File: config.mk
export PLATFORM = sky130hd
export DESIGN_NAME = sync_filter_bus
export DESIGN_NICKNAME = d
export VERILOG_FILES = /design/src/rtl/sync_filter_bus.sv
export SDC_FILE = /design/constraint.sdc
export NUM_CORES = 1
export LEC_CHECK = 0
export ABC_AREA = 1
export CORE_ASPECT_RATIO = 1.4
export CORE_MARGIN = 5
export CORE_UTILIZATION = 55
export DETAILED_ROUTE_END_ITERATION = 6
export PLACE_DENSITY_LB_ADDON = 0.3
export SLEW_MARGIN = 10
export SYNTH_ARGS = -nofsm -noshare
export SYNTH_HDL_FRONTEND = slang
export SYNTH_SLANG_ARGS = --single-unit
File: constraint.sdc
create_clock -name outclk -period 3 [get_ports outclk]
set_clock_uncertainty 0.1 [all_clocks]
set_input_delay 0.6 -clock outclk [delete_from_list [all_inputs] [get_ports outclk]]
set_output_delay 0.6 -clock outclk [all_outputs]
set_load 0.02 [all_outputs]
File: src/rtl/sync_filter_bus.sv
// Multi-channel synchroniser + glitch filter into the outclk domain.
// Define SYNC_FILTER_EDGE_EN to build the registered orise/ofall pulse flops; otherwise they read 0.

module sync_filter_chan #(
  parameter int unsigned kStages    = 2,
  parameter int unsigned kFilterLen = 4,
  parameter logic        kResetBit  = 1'b0
) (
  input  logic outclk,
  input  logic aresetn,
  input  logic ain,
  output logic oout,
  output logic orise,
  output logic ofall,
  output logic quiet
);
  localparam int CW = $clog2(kFilterLen + 1);

  logic [kStages-1:0] sync;
  logic [CW-1:0]      cnt;
  logic               s;
  logic               take;

  assign s     = sync[kStages-1];
  assign take  = (s != oout) && (cnt == CW'(kFilterLen - 1));
  assign quiet = (cnt == '0) && (s == oout);

  // sync[0] is the only flop that ever sees ain directly
  always_ff @(posedge outclk or negedge aresetn) begin
    if (!aresetn) begin
      sync <= {kStages{kResetBit}};
      oout <= kResetBit;
      cnt  <= '0;
    end else begin
      sync <= {sync[kStages-2:0], ain};
      if (s == oout) begin
        cnt <= '0;
      end else if (take) begin
        oout <= s;
        cnt  <= '0;
      end else begin
        cnt <= cnt + CW'(1);
      end
    end
  end

`ifdef SYNC_FILTER_EDGE_EN
  // pulses share the edge that updates oout, so they line up with the new level
  always_ff @(posedge outclk or negedge aresetn) begin
    if (!aresetn) begin
      orise <= 1'b0;
      ofall <= 1'b0;
    end else begin
      orise <= take & s;
      ofall <= take & ~s;
    end
  end
`else
  assign orise = 1'b0;
  assign ofall = 1'b0;
`endif
endmodule

module sync_filter_bus #(
  parameter int unsigned        kWidth     = 4,
  parameter int unsigned        kStages    = 2,
  parameter int unsigned        kFilterLen = 4,
  parameter logic [kWidth-1:0]  kResetTo   = '0
) (
  input  logic              outclk,
  input  logic              aresetn,
  input  logic [kWidth-1:0] ain,
  output logic [kWidth-1:0] oout,
  output logic [kWidth-1:0] orise,
  output logic [kWidth-1:0] ofall,
  output logic              osettled
);
  if (kStages < 2) begin : g_bad_stages
    $error("sync_filter_bus: kStages must be >= 2");
  end
  if (kFilterLen < 1) begin : g_bad_filter
    $error("sync_filter_bus: kFilterLen must be >= 1");
  end

  logic [kWidth-1:0] quiet;

  for (genvar i = 0; i < kWidth; i++) begin : g_chan
    sync_filter_chan #(
      .kStages   (kStages),
      .kFilterLen(kFilterLen),
      .kResetBit (kResetTo[i])
    ) u_chan (
      .outclk (outclk),
      .aresetn(aresetn),
      .ain    (ain[i]),
      .oout   (oout[i]),
      .orise  (orise[i]),
      .ofall  (ofall[i]),
      .quiet  (quiet[i])
    );
  end

  always_ff @(posedge outclk or negedge aresetn) begin
    if (!aresetn) osettled <= 1'b1;
    else          osettled <= &quiet;
  end
endmodule

==> metrics.cfg <==
[route]
wirelength_um = 1490
vias = 705
ant_nets = 0
drt_iter0_drc = 19
vias_per_cell = 4.58
drc = 0
wl_per_cell_um = 9.69
drt_pre_antenna_iters = 4

[sta]
tns_ns = 0
max_freq_ghz = 0.469
worst_pin_slew_ns = 0.506
post-route-period-util_pct = 71.1
maxSlewHeadroom_pct = 66.1
slew_viol_final = 0
hold_violations = 0
setup_viol = 0
rsz0062_at_grt = no
fin_crit_ns = 2.13

[cts]
cts_buffer_depth = 2
cts.htree.levels = 1
post_cts_resized = 0
cts_tree = done
path_clk_slew_ns = 0.12
clock_latency_ns = 0.31
cts_root_buffer = clkbuf_4
numCtsBuffers = 3
cts.sinks = 25
cts_hold_buffers = 0
cts_setup_buffers = 0

[place]
place_inst = 150
port_buffers = 10
gp_congestion = 0.693
place.detailed.hpwl_um = 1260

[final_layout]
layout_common_cells = nand2_1, inv_1, dfrtp_1, nor2_1, clkdlybuf4s50_1
multi_input_area_um2 = 348
finalCoreUtilization_pct = 62.3
final_cells = 154
num-nets-final = 148
register_area_um2 = 627
antenna_cells = 0
area_growth_pct = 8.51
drive_gt1_share_pct = 5.26
num-fill-cells = 166
mostFrequentLayoutCell = nand2_1

[synth]
synthCells = 123
synth_seq_cells = 25
synth_top_cell_area_share_pct = 53.0
synth_top_area_cell = dfrtp_1
syn_area_um2 = 1130
yosys_warnings = 0
avgSynthCellArea_um2 = 9.21
synth_area_leaders = dfrtp_1, nand2_1, ha_1, inv_1, buf_4
netlist-cell-type-count = 12
synth-seq-area-share_pct = 55.4

[grt]
antenna_found_initial = 0
grt.overflow.total = 0
grt_pass1_wl_um = 2650
grt_pass1_vias = 664
track_usage_pct = 11.0
grt_max_degree = 15

[setup_path]
worstSetupStartpoint = osettled
arrival_ns = 1.43
critPathKind = flop to primary output
worst-path-buf-inv = 1
crit_path_max_incr_delay_ns = 0.59
slowest_stage = clkdlybuf4s50_1
crit_required_ns = 2.30
rr_startpoint = g_chan[2].u_chan.cnt[0]
ff2ff_path_depth = 6
r2r_end = osettled
cp_cell_sequence = clkdlybuf4s50_1
crit_end = osettled
cp.depth = 1
crit_fanout = 1
cpLargestDelayFamily = buffers and inverters
critPathLaunchType = flop
cp-end-kind = primary output
reg2reg_slack_ns = 1.85

[die]
ios = 19
placementRows = 19
start_util_pct = 57.4
core_um2 = 1970
die_h_um = 63.7
dieArea_um2 = 3080
die_w_um = 48.3

[hold_path]
hold_path_class = flop to flop

[power]
leakagePower_nw = 0.664
power_density_nw_per_um2 = 758
worst_ir_drop_vdd_mv = 0.488

[outcome]
status = complete, no violations

[job]
maxCapViolCount = 0

[cell usage after synthesis]
library cell / count
ha_1: 8
dfstp_2: 1
nor2_1: 11
dfrtp_1: 24
nor3_1: 5
nor3b_2: 1
buf_4: 12
nor2_2: 1
inv_1: 25
conb_1: 1
o21ai_0: 4
nand2_1: 30
[logic make-up (layout without fill, tap and decap cells)]
logic type      Yosys count  count (layout)  share of synthesized area [%]
compound gates            4               4                           1.77
fa+ha+maj                 8               8                           8.84
buf+inv                  37              40                           16.2
flops                    25              25                           55.4
other cells               1               8                          0.331
simple gates             48              48                           17.5
[registers in the layout, summed over array words and instances (netlist names)]
signal	cells
g_chan.u_chan.cnt	12
g_chan.u_chan.oout	4
g_chan.u_chan.sync	8
osettled	1
[stage by stage]
stage               setup WS [ns]  hold WS, ns  area [um^2]  total power (W)
finish                      0.868        0.261         1230         0.000931
global route                0.835        0.268         1230          0.00101
CTS                         0.851        0.263         1230         0.000950
detailed placement           1.21        0.235         1200         0.000806
global placement             1.22        0.232         1200         0.000784
floorplan                    1.75        0.204         1160         0.000727
[how the worst min path moves through the flow]
stage | startpoint | to | slack (ns) | cells after the start
6_report | g_chan[0].u_chan.sync[0] | g_chan[0].u_chan.sync[1] | 0.26 | 0
5_1_grt | g_chan[0].u_chan.sync[0] | g_chan[0].u_chan.sync[1] | 0.27 | 0
4_1_cts | g_chan[0].u_chan.sync[0] | g_chan[0].u_chan.sync[1] | 0.26 | 0
3_5_place_dp | g_chan[0].u_chan.sync[0] | g_chan[0].u_chan.sync[1] | 0.23 | 0
3_3_place_gp | g_chan[0].u_chan.sync[0] | g_chan[0].u_chan.sync[1] | 0.23 | 0
2_1_floorplan | aresetn | g_chan[0].u_chan.cnt[0] | 0.20 | 0
[where the power goes]
group          switching, W  total (W)  internal, W
registers         0.0000474   0.000455     0.000407
clock network     0.0000890   0.000141    0.0000520
logic              0.000193   0.000335     0.000142
[area by class of cell]
| type | instances | share of cell area [%] |
|---|---|---|
| repair buffers | 11 | 8.76 |
| clock buffers | 4 | 2.14 |
| inverters | 25 | 7.64 |
| well taps | 21 | 2.14 |
| flip-flops and latches | 25 | 51.0 |
| multi-input cells | 68 | 28.3 |
[worst register-to-register path: stages (launching register included)]
cell and delay (ns):
dfrtp_1 0.41, inv_1 0.08, ha_1 0.15, nand2_1 0.05
nor3_1 0.14, nand2_1 0.08, nor2_2 0.10
[per-layer routing]
metal	vias up	global-route usage [%]	share of wire (%)
met5	-	0	0
met4	0	8.30	3.0
met3	5	1.65	4.5
met2	11	19.6	55
met1	330	11.0	38
li1	359	-	-
No activity file was read; power rests on OpenSTA's default activity.
